[src/rtl/byte_word_packer.sv]
// Byte-to-32-bit word packer with valid/ready on both sides.
// Ports: clk, rst (sync, active-high); byte in: in_valid/in_ready/in_data/in_last;
// word out: out_valid/out_ready/out_data/out_keep/out_last.
module byte_word_packer #(
    parameter bit REVERSE = 1'b0
) (
    input  logic        clk,
    input  logic        rst,
    input  logic        in_valid,
    output logic        in_ready,
    input  logic [7:0]  in_data,
    input  logic        in_last,
    output logic        out_valid,
    input  logic        out_ready,
    output logic [31:0] out_data,
    output logic [3:0]  out_keep,
    output logic        out_last
);

    logic [1:0]  cnt;
    logic [31:0] acc;
    logic [3:0]  acc_keep;
    logic        in_fire;
    logic        out_fire;
    logic        done;
    logic [1:0]  lane;
    logic [31:0] word_next;
    logic [3:0]  keep_next;

    // Stall upstream only while a word is held and downstream refuses it.
    assign in_ready = ~(out_valid & ~out_ready);
    assign in_fire  = in_valid & in_ready;
    assign out_fire = out_valid & out_ready;
    assign done     = in_fire & ((cnt == 2'd3) | in_last);

    // First byte goes to the top lane unless the word is byte-reversed.
    always_comb begin
        lane      = REVERSE ? cnt : (2'd3 - cnt);
        word_next = acc | ({24'd0, in_data} << {lane, 3'b000});
        keep_next = acc_keep | (4'b0001 << lane);
    end

    always_ff @(posedge clk) begin
        if (rst) begin
            cnt       <= 2'd0;
            acc       <= 32'd0;
            acc_keep  <= 4'd0;
            out_valid <= 1'b0;
            out_data  <= 32'd0;
            out_keep  <= 4'd0;
            out_last  <= 1'b0;
        end else begin
            if (in_fire) begin
                if (done) begin
                    cnt       <= 2'd0;
                    acc       <= 32'd0;
                    acc_keep  <= 4'd0;
                    out_valid <= 1'b1;
                    out_data  <= word_next;
                    out_keep  <= keep_next;
                    out_last  <= in_last;
                end else begin
                    cnt      <= cnt + 2'd1;
                    acc      <= word_next;
                    acc_keep <= keep_next;
                end
            end
            // A completion in the same cycle reloads, so no bubble.
            if (out_fire && !done) begin
                out_valid <= 1'b0;
            end
        end
    end

endmodule

[config.mk]
export PLATFORM = sky130hd
export DESIGN_NAME = byte_word_packer
export DESIGN_NICKNAME = d
export VERILOG_FILES = /design/src/rtl/byte_word_packer.sv
export SDC_FILE = /design/constraint.sdc
export NUM_CORES = 1
export LEC_CHECK = 0
export CORE_ASPECT_RATIO = 1.75
export CORE_MARGIN = 2
export CORE_UTILIZATION = 47
export DETAILED_ROUTE_END_ITERATION = 6
export PLACE_DENSITY = 0.78
export SYNTH_ARGS = -nofsm -noshare
export SYNTH_HDL_FRONTEND = slang
export SYNTH_SLANG_ARGS = --single-unit
[constraint.sdc]
create_clock -name clk -period 1.4 [get_ports clk]
set_input_delay 0.14 -clock clk [delete_from_list [all_inputs] [get_ports clk]]
set_output_delay 0.14 -clock clk [all_outputs]
set_load 0.1 [all_outputs]
==> results <==
## layout make-up
| class | instances | share of cell area |
|---|---|---|
| Clock inverter | 4 | 0.0139 |
| Inverter | 6 | 0.00517 |
| Sequential cell | 76 | 0.288 |
| Multi-Input combinational cell | 205 | 0.352 |
| Tap cell | 82 | 0.0193 |
| Clock buffer | 11 | 0.0456 |
| Timing Repair Buffer | 97 | 0.276 |
## repair_timing
item	4_1_cts	5_1_grt
pin swaps	7	21
resized for setup	12	65
hold buffers	0	0
gates cloned	3	6
buffers inserted	2	7
endpoints found under the setup margin	44	66
endpoints found under the hold margin	0	0
## cell usage in the layout, fill, tap and decap left out, drive strengths merged
master         synthesis  final
a211oi                35     35
a21oi                 36     36
a31o                   1      1
a31oi                 38     38
a41oi                 33     33
and2                   1      1
and2b                  1      1
and3                   1      4
buf                   30     81
bufbuf                 0      1
bufinv                 0      2
clkbuf                18     15
clkdlybuf4s50          0     11
clkinv                 0      3
dfxtp                 76     76
ha                     4      4
inv                    6      5
nand3                  3      3
nor2                  42     42
nor2b                  2      2
o21a                   1      1
o21ai                  2      2
o31ai                  1      1
or2                    1      1
## cells in the mapped netlist
cell,n,area share
nand3_1,3,0.0049
o21a_1,1,0.0024
dfxtp_1,76,0.50
o31ai_1,1,0.0024
a31o_1,1,0.0029
a31oi_1,38,0.078
o21ai_0,2,0.0033
or2_1,1,0.0020
a41oi_1,33,0.094
inv_2,1,0.0012
and2_1,1,0.0020
and3_1,1,0.0020
clkbuf_2,3,0.0049
a21oi_1,36,0.059
clkbuf_1,15,0.018
and2b_1,1,0.0024
inv_1,5,0.0061
nor2b_1,2,0.0041
buf_6,7,0.026
nor2_1,42,0.051
buf_4,2,0.0049
buf_2,11,0.018
a211oi_1,35,0.086
ha_1,4,0.016
buf_1,10,0.012
## cells by family (layout without fill, tap and decap cells)
group,after synthesis,after routing,share of synthesized area
AOI/OAI and AO/OA,147,147,0.327
buffers and inverters,54,118,0.0914
DFF,76,76,0.496
adders and majority gates,4,4,0.0163
and+or+nand+nor,51,54,0.0690
## flip-flops by register name (all words and copies together) (netlist names)
register,flops
acc_keep,4
out_data,32
out_last,1
out_keep,4
cnt,2
acc,32
out_valid,1
## metrics by stage
step | setup TNS, ns | hold WS [ns] | cells
after floorplan | -2.37 | 0.288 | 332
after global placement | -16.79 | 0.435 | 449
after detailed placement | -19.97 | 0.453 | 449
after CTS | -0.0998 | 0.314 | 469
after global routing | -4.72 | 0.461 | 481
final | -3.28 | 0.456 | 481
## where the power goes
part / internal (W) / total, W / switching [W]
combinational: 0.000632 / 0.00172 / 0.00109
sequential: 0.00227 / 0.00239 / 0.000123
clock: 0.00160 / 0.00250 / 0.000900
## critical path: cells and delay by family (launching register included)
| kind | cells | cell delay (ns) |
|---|---|---|
| simple gates | 1 | 0.22 |
| buf+inv | 4 | 0.56 |
| compound gates | 2 | 0.33 |
| flops | 1 | 0.34 |
## routing by layer
metal,wire [um],vias up,track usage
met3,911,73,0.0487
met5,0,-,0
met2,6950,252,0.507
li1,-,1388,-
met1,4560,1684,0.342
met4,981,0,0.203
## how the worst max path moves through the flow
stage               startpoint      endpoint  slack (ns)  depth (start not counted)
finish               out_valid   out_data[1]       -0.13                          7
global route         out_valid   out_keep[2]       -0.20                          7
CTS                  out_valid      in_ready       -0.05                          4
detailed placement   out_ready  out_data[23]       -0.39                          5
global placement     out_ready  out_data[29]       -0.30                          5
floorplan            out_valid   out_keep[0]       -0.06                          6
==> qor.yml <==
outcome: "finished, violations left"
violations: "negative setup slack"
fill_cells: 326
fin_util: 0.826
syn-cell-area_mm2: 0.00307
start_kind: "register"
placed_cell_area_mm2: 0.00441
period_share: 1.10
rsz0062_at_grt: "true"
yosysWarnings: 0
timing.final.crit_period_ns: 1.53
n_antenna_cell: 0
clk_pin_slew_ns: 0.06
hold_viol: 0
postSynthAreaPerCell_um2: 9.24
fin_area_mm2: 0.00532
routedWlPerCell_um: 27.9
gp_congestion: 0.812
rows: 39
dr.first_iter.drc_count: 439
cts_sinks: 76
post-place-ws_ns: -0.387
holdPathEnd: "cnt[1]"
ioPinCount: 52
fmax_ghz: 0.652
finalMaxSlewViolations: 0
cts_buffers: 9
ant_nets: 0
first_pass_iters: 7
root_buffer: "clkbuf_16"
initial_utilization: 0.476
ir_drop_uv: 939
regArea_mm2: 0.00153
coreArea_mm2: 0.00644
critPathKind: "register to register"
grt_pass1_wl_mm: 16.5
cp.required_ns: 1.64
drive_above_1_share: 0.469
place_hpwl_mm: 5.48
slowest_delay_ns: 0.34
p_per_area_mw_per_mm2: 1240
setup_viol: 63
cp-end-kind: "register"
r2r_slack_ns: -0.13
drc: 0
finalClockSkew_ns: 0.00579
syn-instance-count: 332
hold_path_class: "input pin to register"
grt_max_degree: 46
fp.dieW_um: 65.1
crit_top_cell: "buf_12"
cts_tree: "built"
cpMaxStageDelayCell: "dfxtp_4"
die_h_um: 111
r2r-start: "out_valid"
wirelength_mm: 13.4
antenna_found_initial: 0
tightest_slew_ns: 0.514
die-area_mm2: 0.00721
maxSlewHeadroom: 0.656
grt_use_total: 0.302
routed_via_density: 7.06
grt_overflow: 0
rr_worst_depth: 7
netlist-cell-type-count: 25
ys_ff_latch: 76
hp-start: "in_valid"
cp.arrival_ns: 1.77
final_nets: 412
drv_cap: 0
path_max_fanout: 7
htree_levels: 3
portBuffers: 51
grt_pass1_vias: 3125
syn_to_final_growth_pct: 73.5
cts.path.max_buffers: 2
syn-num-nets: 349
synth-seq-area-share: 0.496
totalPowerFinal_w: 0.00661
vias: 3397
min_path_cells: 4
crit_chain: "and2b_2 > clkinv_4 > buf_12 > buf_12 > clkbuf_4 > a31oi_2 > a211oi_2"
clock_latency_ns: 0.33
leakagePower_nw: 1.81
multi_input_area_mm2: 0.00187
reg2reg_to: "out_data[1]"
timing.final.ws_setup_ns: -0.134
Note: power is estimated with default switching activity, not from simulation.
